$ cat config.mk
export PLATFORM = sky130hd
export DESIGN_NAME = nist_freq_tester
export DESIGN_NICKNAME = d
export VERILOG_FILES = /design/src/rtl/nist_freq_pkg.sv /design/src/rtl/nist_blk_acc.sv /design/src/rtl/nist_freq_tester.sv
export SDC_FILE = /design/constraint.sdc
export NUM_CORES = 1
export LEC_CHECK = 0
export BUFFER_PORTS_ARGS = -buffer_cell sky130_fd_sc_hd__buf_4
export CAP_MARGIN = 20
export CORE_ASPECT_RATIO = 0.75
export CORE_MARGIN = 1
export CORE_UTILIZATION = 35
export CTS_BUF_LIST = sky130_fd_sc_hd__clkbuf_8
export DETAILED_ROUTE_END_ITERATION = 10
export GPL_TIMING_DRIVEN = 0
export PLACE_DENSITY = 0.56
export SYNTH_ARGS = -nofsm -noshare
export SYNTH_HDL_FRONTEND = slang
export SYNTH_SLANG_ARGS = --single-unit
$ cat constraint.sdc
create_clock -name clk -period 4.8 [get_ports clk]
set_input_delay 0.72 -clock clk [delete_from_list [all_inputs] [get_ports clk]]
set_output_delay 0.72 -clock clk [all_outputs]
set_load 0.01 [all_outputs]
$ cat src/rtl/nist_freq_pkg.sv
// Shared constants and width helpers for the NIST frequency-test engine.
package nist_freq_pkg;

  // FSM encoding
  localparam logic [1:0] ST_COLLECT = 2'd0;
  localparam logic [1:0] ST_EVAL    = 2'd1;
  localparam logic [1:0] ST_HOLD    = 2'd2;

  // Default pass limits for n=128, M=16 at p >= 0.01
  localparam int DEF_MONO_LIMIT = 29;   // floor(2.5758*sqrt(128))
  localparam int DEF_BF_LIMIT   = 321;  // floor(20.09*16)

  // Signed width holding +/-seq_len
  function automatic int sum_w(input int seq_len);
    return $clog2(seq_len + 1) + 1;
  endfunction

  // Width of the sum of squared block deviations; max value is seq_len*blk_len
  function automatic int sq_w(input int seq_len, input int blk_len);
    return $clog2(seq_len * blk_len + 1);
  endfunction

endpackage

$ cat src/rtl/nist_blk_acc.sv
// Block-frequency accumulator: per-block +/-1 deviation, squared and summed
// into sq_acc at each block boundary.
module nist_blk_acc
  import nist_freq_pkg::*;
#(
  parameter int SEQ_LEN = 128,
  parameter int BLK_LEN = 16,
  localparam int SQW = sq_w(SEQ_LEN, BLK_LEN)
) (
  input  logic           clk,
  input  logic           rst_n,
  input  logic           bit_val,
  input  logic           strobe,
  input  logic           clear,
  output logic [SQW-1:0] sq_acc
);

  localparam int DW  = $clog2(BLK_LEN + 1) + 1;  // signed block deviation
  localparam int MW  = DW - 1;                   // |d| <= BLK_LEN
  localparam int BCW = $clog2(BLK_LEN);

  logic [DW-1:0]   blk_acc, d, d_neg;
  logic [MW-1:0]   d_mag;
  logic [2*MW-1:0] d_sq;
  logic [BCW-1:0]  blk_cnt;
  logic            blk_end;

  // Deviation including the bit being accepted, its magnitude and square
  always_comb begin
    d       = blk_acc + (bit_val ? DW'(1) : {DW{1'b1}});
    d_neg   = -d;
    d_mag   = d[DW-1] ? d_neg[MW-1:0] : d[MW-1:0];
    d_sq    = {{MW{1'b0}}, d_mag} * {{MW{1'b0}}, d_mag};
    blk_end = (blk_cnt == BCW'(BLK_LEN - 1));
  end

  // Block counter, running deviation and square accumulator
  always_ff @(posedge clk or negedge rst_n) begin
    if (!rst_n) begin
      blk_acc <= '0;
      blk_cnt <= '0;
      sq_acc  <= '0;
    end else if (clear) begin
      blk_acc <= '0;
      blk_cnt <= '0;
      sq_acc  <= '0;
    end else if (strobe) begin
      if (blk_end) begin
        blk_acc <= '0;
        blk_cnt <= '0;
        sq_acc  <= sq_acc + SQW'(d_sq);
      end else begin
        blk_acc <= d;
        blk_cnt <= blk_cnt + BCW'(1);
      end
    end
  end

endmodule

$ cat src/rtl/nist_freq_tester.sv
// NIST SP 800-22 monobit + block-frequency tester over fixed-length serial
// sequences. Bits are collected one per cycle, judged in a single EVAL cycle,
// and the verdict is held until the consumer takes it. Chip pin mapping
// (ui_in/uo_out) lives in the chip-level wrapper.
module nist_freq_tester
  import nist_freq_pkg::*;
#(
  parameter int SEQ_LEN    = 128,
  parameter int BLK_LEN    = 16,
  parameter int MONO_LIMIT = DEF_MONO_LIMIT,
  parameter int BF_LIMIT   = DEF_BF_LIMIT,
  localparam int SW = sum_w(SEQ_LEN)
) (
  input  logic          clk,
  input  logic          rst_n,
  input  logic          clear,
  input  logic          bit_in,
  input  logic          in_valid,
  output logic          in_ready,
  output logic          res_valid,
  input  logic          res_ready,
  output logic          mono_pass,
  output logic          bf_pass,
  output logic [SW-1:0] s_sum,
  output logic [7:0]    fail_cnt
);

  localparam int SQW    = sq_w(SEQ_LEN, BLK_LEN);
  localparam int CW     = $clog2(SEQ_LEN);
  // Limits beyond the reachable range always pass; clamp so they fit the compare width
  localparam int MONO_C = (MONO_LIMIT > SEQ_LEN) ? SEQ_LEN : MONO_LIMIT;
  localparam int BF_C   = (BF_LIMIT > SEQ_LEN * BLK_LEN) ? SEQ_LEN * BLK_LEN : BF_LIMIT;
  localparam logic [SW-1:0]  MONO_LIM = SW'(MONO_C);
  localparam logic [SQW-1:0] BF_LIM   = SQW'(BF_C);

  logic [1:0]     state;
  logic [SW-1:0]  s_acc, s_abs;
  logic [CW-1:0]  bit_cnt;
  logic [SQW-1:0] sq_acc;
  logic           accept, last_bit, take, mono_ok, bf_ok;

  // Handshake decode and verdict compares
  always_comb begin
    in_ready = (state == ST_COLLECT);
    accept   = in_valid & in_ready;
    last_bit = (bit_cnt == CW'(SEQ_LEN - 1));
    take     = res_valid & res_ready;
    s_abs    = s_acc[SW-1] ? -s_acc : s_acc;  // -SEQ_LEN negates cleanly in SW bits
    mono_ok  = (s_abs <= MONO_LIM);
    bf_ok    = (sq_acc <= BF_LIM);
  end

  nist_blk_acc #(
    .SEQ_LEN (SEQ_LEN),
    .BLK_LEN (BLK_LEN)
  ) u_blk (
    .clk     (clk),
    .rst_n   (rst_n),
    .bit_val (bit_in),
    .strobe  (accept),
    .clear   (clear | take),
    .sq_acc  (sq_acc)
  );

  // Sequence FSM, running sum and registered result outputs
  always_ff @(posedge clk or negedge rst_n) begin
    if (!rst_n) begin
      state     <= ST_COLLECT;
      s_acc     <= '0;
      bit_cnt   <= '0;
      res_valid <= 1'b0;
      mono_pass <= 1'b0;
      bf_pass   <= 1'b0;
      s_sum     <= '0;
      fail_cnt  <= '0;
    end else if (clear) begin
      // Verdicts and the failure tally survive an abort
      state     <= ST_COLLECT;
      s_acc     <= '0;
      bit_cnt   <= '0;
      res_valid <= 1'b0;
    end else begin
      case (state)
        ST_COLLECT: begin
          if (accept) begin
            s_acc   <= s_acc + (bit_in ? SW'(1) : {SW{1'b1}});
            bit_cnt <= bit_cnt + CW'(1);
            if (last_bit) state <= ST_EVAL;
          end
        end
        ST_EVAL: begin
          mono_pass <= mono_ok;
          bf_pass   <= bf_ok;
          s_sum     <= s_acc;
          if ((!mono_ok || !bf_ok) && fail_cnt != 8'hFF) fail_cnt <= fail_cnt + 8'd1;
          res_valid <= 1'b1;
          state     <= ST_HOLD;
        end
        ST_HOLD: begin
          if (res_ready) begin
            state     <= ST_COLLECT;
            res_valid <= 1'b0;
            s_acc     <= '0;
            bit_cnt   <= '0;
          end
        end
        default: state <= ST_COLLECT;
      endcase
    end
  end

endmodule

# Yosys cells after proc, flatten, opt, wreduce, memory -nomap -nowiden

Cells that the tools add are included.

Register bits after elaboration: 60
Output and inout port bits: 21

$add $sub $neg: 8
$mul: 1
$lt $le $gt $ge: 2
Equality and inequality tests: 8
Mux-type cells: 29
Bitwise gates (word level): 4
Reductions and logical operators: 15

Operators with widths:

| cell                  | count |
|---|---|
| $mux W9               | 5 |
| $mux W12              | 3 |
| $mux W6               | 4 |
| $mux W7               | 3 |
| $pmux W9 S2           | 1 |
| $pmux W7 S2           | 1 |
| $add A12 B10 Y12      | 1 |
| $le A12 B9 Y1 const B | 1 |
| $mux W4               | 3 |
| $mul A5 B5 Y10        | 1 |
| $add A9 B9 Y9         | 1 |
| $le A9 B5 Y1 const B  | 1 |
| $neg A9 Y9            | 1 |
| $reduce_and A3 Y1     | 3 |
| $add A8 B1 Y8 const B | 1 |
| $mux W2               | 4 |
| $ne A8 B8 Y1 const B  | 1 |
| $add A7 B1 Y7 const B | 1 |
| $eq A7 B7 Y1 const B  | 1 |
| $add A6 B6 Y6         | 1 |
| $ne A3 B2 Y1 const B  | 2 |
| $pmux W2 S3           | 1 |
| $reduce_and A2 Y1     | 3 |
| $reduce_bool A3 Y1    | 2 |
| other kinds (17)      | 21 |

# Logic depth before layout (Yosys ltp)

Gate-level depths: netlist of the first run.

Depth in word-level cells: 9
Depth in mapped cells: 21
Depth with buffers taken out: 21

# Cells and area by module

A second synthesis of the first run with hierarchy kept.

Cell total of the unflattened synthesis: 465
Area total of the unflattened synthesis: 4401.7 sq um

Modules (own cells, without submodules):

| module           | times used | cells an instance | area each (sq um) | seq. area each (sq um) |
|---|---|---|---|---|
| nist_blk_acc     | 1          | 242               | 2274.7            | 550.5 |
| nist_freq_tester | 1          | 223               | 2127.0            | 950.9 |

# Worst setup path before layout of the first run

Ideal clock, no wire load.

Kind: input -> register
Start point: input port bit_in
End point: register u_blk.sq_acc[10]
Library setup time: 0.096 ns
Data arrival time: 5.711 ns
Setup slack: -1.007 ns
Stages: 19
Path buffers: 0
Cells stage by stage: inv_1 ha_1 a211oi_1 o21bai_1 a211oi_1 o21ai_0 xor2_1 or2_2 fa_1 fa_1 fa_1 inv_1 ha_1 a21o_1 a21oi_1 o21ai_0 o41ai_1 xor2_1 o31ai_1

Cells in the longest elaborated chain, start to end: 9

RTL lines:

| element                | RTL line               | RTL |
|---|---|---|
| start: declaration     | nist_freq_tester.sv:17 | `input logic bit_in,` |
| $mux W6 (*)            | nist_blk_acc.sv:30     | `d = blk_acc + (bit_val ? DW'(1) : {DW{1'b1}});` |
| $add A6 B6 Y6 (*)      | nist_blk_acc.sv:30     |  |
| $neg A5 Y5             | nist_blk_acc.sv:31     | `d_neg = -d;` |
| $mux W5 (*)            | nist_blk_acc.sv:32     | `d_mag = d[DW-1] ? d_neg[MW-1:0] : d[MW-1:0];` |
| $mul A5 B5 Y10 (*)     | nist_blk_acc.sv:33     | `d_sq = {{MW{1'b0}}, d_mag} * {{MW{1'b0}}, d_mag};` |
| $add A12 B10 Y12 (*)   | nist_blk_acc.sv:51     | `sq_acc <= sq_acc + SQW'(d_sq);` |
| $mux W12 (*)           | nist_blk_acc.sv:48     | `if (blk_end) begin` |
| $mux W12 (*)           | nist_blk_acc.sv:47     | `end else if (strobe) begin` |
| $mux W12 (*)           | nist_blk_acc.sv:43     | `end else if (clear) begin` |
| end signal: assignment | nist_blk_acc.sv:51     |  |
| end: declaration       | nist_blk_acc.sv:15     | `output logic [SQW-1:0] sq_acc` |

Mark *: on every way between the ends. The rest lies on a longest branch, timed or not. The select of a mux whose other input is x is not followed.
A chain may end at the register's enable or synchronous reset.

# Worst setup path after layout of the first run

Same ends and word-level chain as after synthesis.

==> summary.txt, run 1 <==
Run status
  – Run status: finished with violations
  – Failing checks: negative setup slack

CTS
  – Clock root buffer: clkbuf_8
  – CTS tree: yes
  – CTS H-tree lvls: 3
  – Bufs on Longest Clock Path: 2
  – Hold-fix buffers, CTS: 0
  – Clk slew on worst S/H paths: 70 ps
  – TritonCTS buffer count: 9
  – Sink Count: 60
  – Clock Latency Late Sink: 370 ps

Routing
  – Drc violations: 0
  – Via count: 3406
  – Final ANT Viol Nets: 0
  – Routed wire length: 9980 µm
  – Vias/cell: 5.02
  – DRT iter0 DRCs: 156
  – Initial DRT Pass Iterations: 4
  – DR WL/cell: 14.7 µm

Finish
  – Fillcell total: 1148
  – Fin nets: roughly 570
  – Final std cells w/o fill: 679
  – Layout cells sized above 1: 0.211
  – Final core occ: 0.452
  – N_diodes: 0
  – Synth-to-layout area growth: 25.9%

Critical path
  – R2r setup slk: -130 ps
  – CP required: 5010 ps
  – Critical Path End Type: flip-flop
  – Worst R2R Path Depth: 17
  – Crit path kind: in -> reg
  – CP Data Arrival Time: 5390 ps
  – Max Fanout on Critical Path: 5
  – R2R Path Start: u_blk.blk_acc[1]
  – Startpoint Class: input pin
  – Worst R2R End: u_blk.sq_acc[10]

Timing
  – Slew HR: 0.483
  – Minimum clock period: between 5000 and 6000 ps
  – Final Hold Viols: 0
  – Final Slew Violations: 0
  – Clock skew: 9.89 ps
  – RSZ-0062 raised after global routing: true
  – Endpoints failing setup: 5
  – Worst-Margin Slew: roughly 780 ps
  – Crit share post-route: 1.08
  – Max Clock Freq: approximately 0.19 GHz
  – Final hold slack: around 440 ps
  – PnR worst setup slack: -373 ps

Logic synthesis
  – Area share of the largest cell type after synthesis: 0.361
  – Seq/Total Area, Yosys: 0.361
  – Yosys top cell by area: dfrtp_1
  – Mapped Cells: 453
  – Number of synthesized register bits: 60
  – Syn Std Cell Area: approximately 0.0042 mm²
  – Ranking of synthesized cells by area: dfrtp_1 (36%), ha_1 (11%), nand2_1 (6.5%)
  – Yosys warnings: 0
  – Unique masters post-synth: 49
  – Async S/R FF share, synth: 1.00
  – Number of synthesized flops with an enable pin: 0
  – Syn Area/Cell: 9.18 µm²
  – Syn nets: 509
  – Main synth FF type: dfrtp_1

Power
  – VDD IR max: 0.552 mV
  – P_leak: 2.48 nW
  – Total power: 3.69 mW
  – Pwr Density: 706 mW/mm²

Global routing
  – Largest net degree at the start of global routing: 61
  – GRT Total Usage: 0.172
  – First-pass GRT wire length: 16200 µm
  – Initial antenna violation count: 0
  – Vias in the first global route: 3217
  – Grt ovf: 0

Placed design
  – Dpl cells: 641
  – PortBufs: 26
  – Gpl congestion: 0.790
  – Post-DP HPWL: 7210 µm

Job
  – MaxCap Viol Count: 0

Hold path
  – Hold Path Class: in -> async

Floorplan
  – Chip height: 96.4 µm
  – CORE AREA: 0.0116 mm²
  – Starting Density: 0.359
  – Die area: between 0.01 and 0.015 mm²
  – Rows: 34
  – I/O pin count: 27
  – Die Span X: 128 µm
[per-layer routing]
metal  global-route usage  up-vias  part of all wire
met3               0.0446        7             0.031
met5                    0        -                 0
met4               0.0441        0            0.0059
met1                0.249     1657              0.53
li1                     -     1697                 -
met2                0.254       45              0.43
[cell usage after synthesis, types with 3 or more instances]
cell type	number
a211oi_1	6
o21bai_1	6
a21oi_1	19
a22o_1	4
and3_1	4
clkbuf_1	10
nor2_1	36
nand3_1	9
ha_1	37
nor2b_1	4
o21ai_0	39
xor2_1	26
o22ai_1	3
a21o_1	8
or3_1	3
o41ai_1	3
inv_1	24
fa_1	13
nor3_1	7
nand2b_1	5
nand2_1	72
nand4_1	6
nor3b_1	4
or2_2	4
dfrtp_1	60
o31ai_1	7
xnor2_1	8
[state kept, by name (all words and copies together), names as in the netlist]
name and cells:
res_valid 1, fail_cnt 8, bf_pass 1, mono_pass 1, u_blk.blk_cnt 4, u_blk.sq_acc 12, s_sum 9, u_blk.blk_acc 6
state 2, s_acc 9, bit_cnt 7
[final cells by class]
class / count / area [µm²] / share of cell area
Buffer: 11 / 42.5 / 0.00813
Clock buffer: 13 / 179 / 0.0342
Clock inverter: 2 / 8.76 / 0.00167
Inverter: 24 / 93.8 / 0.0179
Multi-Input combinational cell: 358 / 2800 / 0.535
Sequential cell: 60 / 1500 / 0.287
Tap cell: 162 / 203 / 0.0387
Timing Repair Buffer: 49 / 405 / 0.0775
[cell families (layout without fill, tap and decap cells)]
family,count (synthesis),in the layout,synth area share
buf+inv,35,99,0.0319
mux,3,3,0.00843
flops,60,60,0.361
compound gates,109,109,0.175
fa+ha+maj,50,50,0.174
xor+xnor,34,34,0.0716
simple gates,162,162,0.178
[critical path, stage by stage]
cell,delay (ps)
buf_12,80
clkinvlp_4,140
buf_12,170
ha_4,240
a21o_1,180
a21oi_4,220
o31ai_4,80
buf_4,180
o22ai_4,190
xor2_2,110
or2_4,260
fa_1,560
fa_1,430
fa_1,510
inv_2,50
ha_4,210
a21o_1,160
a21oi_2,180
o21ai_2,80
o41ai_2,360
xor2_1,190
o31ai_1,80
[cell usage in the layout (no fill, tap or decap), types with 10 or more instances in the layout]
cell type  count
buf_4         46
o21ai_0       27
clkbuf_8      13
ha_1          32
nand2_1       72
nor2_1        34
dfrtp_1       60
a21oi_1       16
clkbuf_1      10
inv_1         22
xor2_1        22
fa_1          11
[repair_timing]
| item | 4_1_cts | 5_1_grt |
|---|---|---|
| endpoints found under the setup margin | 8 | 8 |
| buffers inserted | 19 | 6 |
| gates resized for setup | 22 | 12 |
| pin swaps | 29 | 26 |
| cloned | 0 | 0 |
[metrics by stage]
step | setup slack (ps) | area (µm²) | setup TNS [ps]
CTS | -351 | 5120 | -1150
floorplan | -513 | 4290 | -1390
global placement | -1320 | 4690 | -7890
finish | -373 | 5230 | -1060
detailed placement | -1370 | 4690 | -8320
global route | -524 | 5230 | -2150
[worst max path at each step]
| stage | start | endpoint | depth (start not counted) |
|---|---|---|---|
| detailed placement | bit_in | u_blk.sq_acc[10] | 19 |
| floorplan | bit_in | u_blk.sq_acc[10] | 19 |
| global placement | bit_in | u_blk.sq_acc[10] | 19 |
| finish | bit_in | u_blk.sq_acc[10] | 22 |
| CTS | bit_in | u_blk.sq_acc[10] | 21 |
| global route | bit_in | u_blk.sq_acc[10] | 22 |
[where the power goes]
group / total (mW) / internal (mW) / leakage (nW) / switching [mW]
Combinational: 2.65 / 1.28 / 1.56 / 1.37
Sequential: 0.596 / 0.545 / 0.810 / 0.0507
Clock: 0.445 / 0.238 / 0.103 / 0.207
Total: 3.69 / 2.07 / 2.48 / 1.63
(Power assumes the default switching activity.)
==> run 2: changes to the inputs <==
Settings changed: RECOVER_POWER set to 50.
==> run 2 against run 1 <==
Net effect: the run ends with max-capacitance violations, max-slew violations, negative setup slack left; combinational power barely moved; sequential power is essentially flat; non-clock buffer count unchanged; maximum frequency hardly changed; register-to-register slack about the same; total power about the same; setup slack worse by 3.1 ps; sequential share of layout area grew 0.10 points; wire length is 0.21% lower; core utilization is 0.16 points lower; clock skew is 1.2 ps lower; die area did not move; critical path type unchanged.
==> summary.txt, run 2 (synthesized netlist as in run 1, its figures left out) <==
Run status
  – Run status: finished with violations
  – Failing checks: max-capacitance violations, max-slew violations, negative setup slack

CTS
  – Bufs on Longest Clock Path: 2 (unchanged)
  – Sink Count: 60 (unchanged)
  – CTS tree: yes
  – Clock Latency Late Sink: 360 ps (about the same)
  – Clk slew on worst S/H paths: 60 ps (about the same)
  – Hold-fix buffers, CTS: 0 (unchanged)
  – Clock root buffer: clkbuf_8
  – CTS H-tree lvls: 3 (unchanged)
  – TritonCTS buffer count: 9 (unchanged)

Timing
  – Final Hold Viols: 0 (unchanged)
  – PnR worst setup slack: -376 ps (-3.13 ps)
  – RSZ-0062 raised after global routing: true
  – Endpoints failing setup: 5 (unchanged)
  – Worst-Margin Slew: 3300 ps (+2530 ps)
  – Slew HR: -1.20 (-1.69)
  – Max Clock Freq: 0.193 GHz (about the same)
  – Clock skew: 8.70 ps (-1.18 ps)
  – Final Slew Violations: 61 (+61)
  – Minimum clock period: 5180 ps (+3.13 ps)
  – Crit share post-route: 1.08 (about the same)

Routing
  – Via count: 3398 (-0.23%)
  – DRT iter0 DRCs: 133 (-15%)
  – Final ANT Viol Nets: 0 (unchanged)
  – Routed wire length: 9960 µm (-0.21%)
  – Vias/cell: 5.00 (-0.23%)
  – DR WL/cell: 14.7 µm (-0.21%)
  – Initial DRT Pass Iterations: 4 (unchanged)
  – Drc violations: 0 (unchanged)

Finish
  – Final std cells w/o fill: 679 (unchanged)
  – Final core occ: 0.451 (-0.00162)
  – Fin nets: 569 (unchanged)
  – Layout cells sized above 1: 0.201 (-0.00967)
  – N_diodes: 0 (unchanged)
  – Max reg flops: 12 (unchanged)
  – Top reg by flops: u_blk.sq_acc
  – Top Registers: u_blk.sq_acc: 12 flops, s_acc: 9 flops, s_sum: 9 flops
  – Finished Cell Area: 0.00521 mm² (-0.36%)
  – Synth-to-layout area growth: 25.4%
  – Most frequent cells in the layout: nand2_1 (72), dfrtp_1 (60), buf_4 (41)
  – Most common cell after layout, fill and taps aside: nand2_1

Global routing
  – Largest net degree at the start of global routing: 61 (unchanged)
  – Initial antenna violation count: 0 (unchanged)
  – Grt ovf: 0 (unchanged)
  – GRT Total Usage: 0.172 (unchanged)
  – Vias in the first global route: 3217 (unchanged)
  – First-pass GRT wire length: 16200 µm (unchanged)

Floorplan
  – CORE AREA: 0.0116 mm² (unchanged)
  – Rows: 34 (unchanged)
  – I/O pin count: 27 (unchanged)
  – Die area: 0.0123 mm² (unchanged)
  – Die Span X: 128 µm (unchanged)
  – Chip height: 96.4 µm (unchanged)
  – Starting Density: 0.359 (unchanged)

Critical path
  – CP peak stage delay: 560 ps (about the same)
  – CP cell instances: buf_12, clkinvlp_4, buf_12, ha_4, a21o_1, a21oi_4, o31ai_4, buf_4, o22ai_4, xor2_2, or2_4, fa_1, fa_1, fa_1, inv_2, ha_4, a21o_1, a21oi_2, o21ai_2, o41ai_2, xor2_1, o31ai_1
  – R2R Path Start: u_blk.blk_acc[1]
  – Buf/Inv on CP: 5 (unchanged)
  – Worst R2R Path Depth: 17 (unchanged)
  – Critical path depth: 22 (unchanged)
  – CP Data Arrival Time: 5390 ps (about the same)
  – Slowest CP cell: fa_1
  – Worst path most repeated cell: fa_1
  – Crit path kind: in -> reg
  – Critical Path End Type: flip-flop
  – CP required: 5010 ps (about the same)
  – Worst R2R End: u_blk.sq_acc[10]
  – Family with the most delay on the worst path: adder cells
  – R2r setup slk: -130 ps (about the same)
  – Startpoint Class: input pin
  – Max Fanout on Critical Path: 5 (unchanged)

Hold path
  – Hold Path Class: reg -> reg
  – Hold Path Origin: u_blk.blk_cnt[3]
  – Worst Hold End: u_blk.blk_cnt[3]
  – Hold path cells: 1

Placed design
  – Pre-CTS setup slack: -1370 ps (unchanged)
  – Post-DP HPWL: 7210 µm (unchanged)
  – Placed cell area: 0.00469 mm² (unchanged)
  – Gpl congestion: 0.790 (unchanged)
  – PortBufs: 26 (unchanged)
  – Dpl cells: 641 (unchanged)

Power
  – P_leak: 2.46 nW (-0.81%)
  – VDD IR max: 0.551 mV (-0.17%)
  – Pwr Density: 709 mW/mm² (+0.46%)

Job
  – MaxCap Viol Count: 1 (+1)
[run 2: changes by cell type in the layout (fill, tap and decap cells not counted), sizes merged]
cell / before / now
clkbuf: 23 / 28
buf: 50 / 45
[run 2: through the flow]
step	power [mW]	setup TNS, ps	hold slack, ps
global placement	2.58	-7890	461
global route	4.05	-2150	503
detailed placement	2.62	-8320	462
CTS	3.53	-1150	465
finish	3.70	-1080	467
floorplan	2.21	-1390	424
[run 2: how the worst max path moves through the flow]
stage                       from                to  slack, ps
final                     bit_in  u_blk.sq_acc[10]       -380
after global routing      bit_in  u_blk.sq_acc[10]       -520
after CTS                 bit_in  u_blk.sq_acc[10]       -350
after detailed placement  bit_in  u_blk.sq_acc[10]      -1370
after global placement    bit_in  u_blk.sq_acc[10]      -1320
after floorplan           bit_in  u_blk.sq_acc[10]       -510
[run 2: power by group]
| group | switching (mW) | total (mW) | leakage, nW | internal, mW |
|---|---|---|---|---|
| registers | 0.0506 | 0.596 | 0.810 | 0.546 |
| clock network | 0.207 | 0.445 | 0.103 | 0.238 |
| logic | 1.37 | 2.65 | 1.54 | 1.28 |
| total | 1.63 | 3.70 | 2.46 | 2.07 |
[run 2: worst register-to-register path: cells and delay by family, from the launching register on]
kind                     cells  cell delay (ps)
AND/OR/NAND/NOR              1              260
adder cells (fa/ha/maj)      5             2150
XOR/XNOR                     3              560
buffers and inverters        1               50
AO/OA/AOI/OAI                7             1320
flip-flops                   1              430
[run 2: layer usage]
layer / global-route usage / up-vias / wire length, µm / part of all wire
met5: 0 / - / 0 / 0
met2: 0.254 / 42 / 4280 / 0.43
met4: 0.0441 / 0 / 63 / 0.0063
met3: 0.0446 / 5 / 349 / 0.035
met1: 0.249 / 1654 / 5270 / 0.53
li1: - / 1697 / - / -
[run 2: what timing repair did]
item | in CTS | in global routing
buffers inserted | 19 | 6
resized for setup | 22 | 12
pin swaps | 29 | 26
hold endpoints to repair | 0 | 0
setup endpoints to repair | 8 | 8
[run 2: layout make-up]
cell class / instances / area [µm²]
buffer: 11 / 42.5
clock buffer: 13 / 179
clock inverter: 2 / 8.76
fill: 1155 / 6360
inverter: 24 / 93.8
multi-input combinational: 358 / 2800
sequential: 60 / 1500
tap: 162 / 203
timing repair buffer: 49 / 387
==> run 3: changes to the inputs <==
Settings changed: PLACE_DENSITY 0.56 to 0.54.
==> run 3 against run 2 <==
Net effect: the run still ends with max-capacitance violations, max-slew violations, negative setup slack left; cell count shrank 0.15%; register-to-register slack lost 40 ps; first-iteration DRC count rose by 34%; combinational power decreased by 3%; non-clock buffer count is 1 lower; count of clock-buffer cells in the layout unchanged; via count increased by 0.15%; largest cell class unchanged.
==> summary.txt, run 3 (synthesized netlist as in run 1, its figures left out) <==
Critical path
  – Max Fanout on Critical Path: 6 (+1)
  – Startpoint Class: input pin
  – CP startpoint: bit_in
  – Worst R2R End: u_blk.sq_acc[10]
  – R2r setup slk: -170 ps (-40 ps)
  – Critical Path End Type: flip-flop
  – CP required: 5000 ps (about the same)
  – Worst R2R Path Depth: 19 (+2)
  – CP Data Arrival Time: 5440 ps (+50 ps)
  – Crit path kind: in -> reg
  – Critical Path Sink: u_blk.sq_acc[10]
  – R2R Path Start: u_blk.blk_acc[1]

Floorplan
  – Rows: 34 (unchanged)
  – Die Span X: 128 µm (unchanged)
  – Chip height: 96.4 µm (unchanged)
  – I/O pin count: 27 (unchanged)
  – Die area: 0.0123 mm² (unchanged)
  – CORE AREA: 0.0116 mm² (unchanged)
  – Starting Density: 0.359 (unchanged)

CTS
  – Bufs on Longest Clock Path: 2 (unchanged)
  – CTS H-tree lvls: 3 (unchanged)
  – CTS tree: yes
  – TritonCTS buffer count: 9 (unchanged)
  – Clk slew on worst S/H paths: 70 ps (about the same)
  – Sink Count: 60 (unchanged)
  – Clock Latency Late Sink: 340 ps (-20 ps)
  – Clock root buffer: clkbuf_8

Finish
  – Synth-to-layout area growth: 25.4% (about the same)
  – Finished Cell Area: 0.00521 mm² (about the same)
  – Max reg flops: 12 (unchanged)
  – Top reg by flops: u_blk.sq_acc
  – Most frequent cells in the layout: nand2_1 (72), dfrtp_1 (60), buf_4 (39)
  – N_diodes: 0 (unchanged)
  – Fillcell total: 1155 (unchanged)
  – Fin nets: 568 (-0.18%)
  – Layout cells sized above 1: 0.203 (+0.00233)
  – Most common cell after layout, fill and taps aside: nand2_1
  – Top Registers: u_blk.sq_acc: 12 flops, s_acc: 9 flops, s_sum: 9 flops

Placed design
  – Gpl congestion: 0.802 (+1.5%)
  – Post-DP HPWL: 7220 µm (about the same)
  – PortBufs: 26 (unchanged)
  – Pre-CTS setup slack: -1360 ps (+14.8 ps)
  – Placed cell area: 0.00469 mm² (unchanged)

Routing
  – Routed wire length: 9910 µm (-0.51%)
  – DR WL/cell: 14.6 µm (-0.37%)
  – Final ANT Viol Nets: 0 (unchanged)
  – Via count: 3403 (+0.15%)
  – Initial DRT Pass Iterations: 4 (unchanged)
  – Drc violations: 0 (unchanged)
  – Vias/cell: 5.02 (+0.29%)
  – DRT iter0 DRCs: 178 (+34%)

Power
  – Pwr Density: 693 mW/mm² (-2.2%)
  – VDD IR max: 0.589 mV (+6.9%)
  – P_leak: 2.45 nW (-0.30%)

Timing
  – Crit share post-route: 1.09 (+0.0150)
  – Final Slew Violations: 61 (unchanged)
  – RSZ-0062 raised after global routing: true
  – PnR worst setup slack: -448 ps (-72.0 ps)
  – Minimum clock period: 5250 ps (+72.0 ps)
  – Setup_tns: -1350 ps (-274 ps)
  – Endpoints failing setup: 6 (+1)
  – Slew HR: -1.22 (-0.0126)
  – Max Clock Freq: 0.191 GHz (-1.4%)
  – Worst-Margin Slew: 3320 ps (+18.9 ps)
  – Clock skew: 7.86 ps (-0.844 ps)
  – Final Hold Viols: 0 (unchanged)

Global routing
  – Vias in the first global route: 3200 (-0.53%)
  – Initial antenna violation count: 0 (unchanged)
  – GRT Total Usage: 0.169 (-0.00283)
  – First-pass GRT wire length: 16100 µm (-0.63%)
  – Largest net degree at the start of global routing: 61 (unchanged)
  – Grt ovf: 0 (unchanged)

Hold path
  – Hold Path Class: reg -> reg
  – Hold Path Origin: s_sum[4]

Run status
  – Run status: finished with violations
  – Failing checks: max-capacitance violations, max-slew violations, negative setup slack

Job
  – MaxCap Viol Count: 1 (unchanged)
## run 3: cell type report
type,count,area (µm²),share of cell area
clock buffers,13,179,0.0343
plain buffers,11,42.5,0.00816
clock inverters,2,8.76,0.00168
multi-input cells,358,2820,0.541
flip-flops and latches,60,1500,0.288
repair buffers,48,365,0.0701
well taps,162,203,0.0389
inverters,24,93.8,0.0180
## run 3: timing repair
action / in CTS / in global routing
pin swaps: 12 / 28
setup endpoints to repair: 9 / 7
setup buffers: 16 / 6
hold buffers: 0 / 0
gates resized for setup: 18 / 20
## run 3: per-stage QoR
step	power, mW	instances	hold WS (ps)	utilization
after floorplan	2.21	453	424	-
after global placement	2.56	641	465	0.405
after detailed placement	2.58	641	465	0.405
after CTS	3.21	672	476	0.440
after global routing	3.94	678	506	0.450
final	3.61	678	479	0.450
## run 3: where the power goes
group | switching (mW) | internal (mW)
Combinational | 1.34 | 1.24
Sequential | 0.0520 | 0.546
Clock | 0.195 | 0.238
Total | 1.59 | 2.02
## run 3: worst min path at each step
stage | end | depth (start not counted)
2_1_floorplan | bf_pass | 0
3_3_place_gp | s_sum[7] | 2
4_1_cts | u_blk.blk_acc[4] | 1
5_1_grt | s_sum[7] | 2
3_5_place_dp | s_sum[4] | 2
6_report | s_sum[4] | 2
## run 3: critical path, stage by stage
cell and delay [ps]:
buf_12 90, clkinvlp_4 190, ha_4 310, a211oi_2 220
o21bai_1 130, a211oi_2 230, buf_6 180, o21ai_4 80
xor2_4 200, or2_4 270, fa_1 520, fa_1 430
fa_1 530, inv_2 50, ha_4 210, a21o_1 160
a21oi_2 190, o21ai_2 100, o41ai_2 320, xor2_1 210
o31ai_1 90
## run 3: per-layer routing
layer,vias up,GRT usage,wire [µm]
met3,8,0.0435,307
met4,0,0.0382,79
li1,1693,-,-
met1,1656,0.259,5470
met2,46,0.234,4050
met5,-,0,0
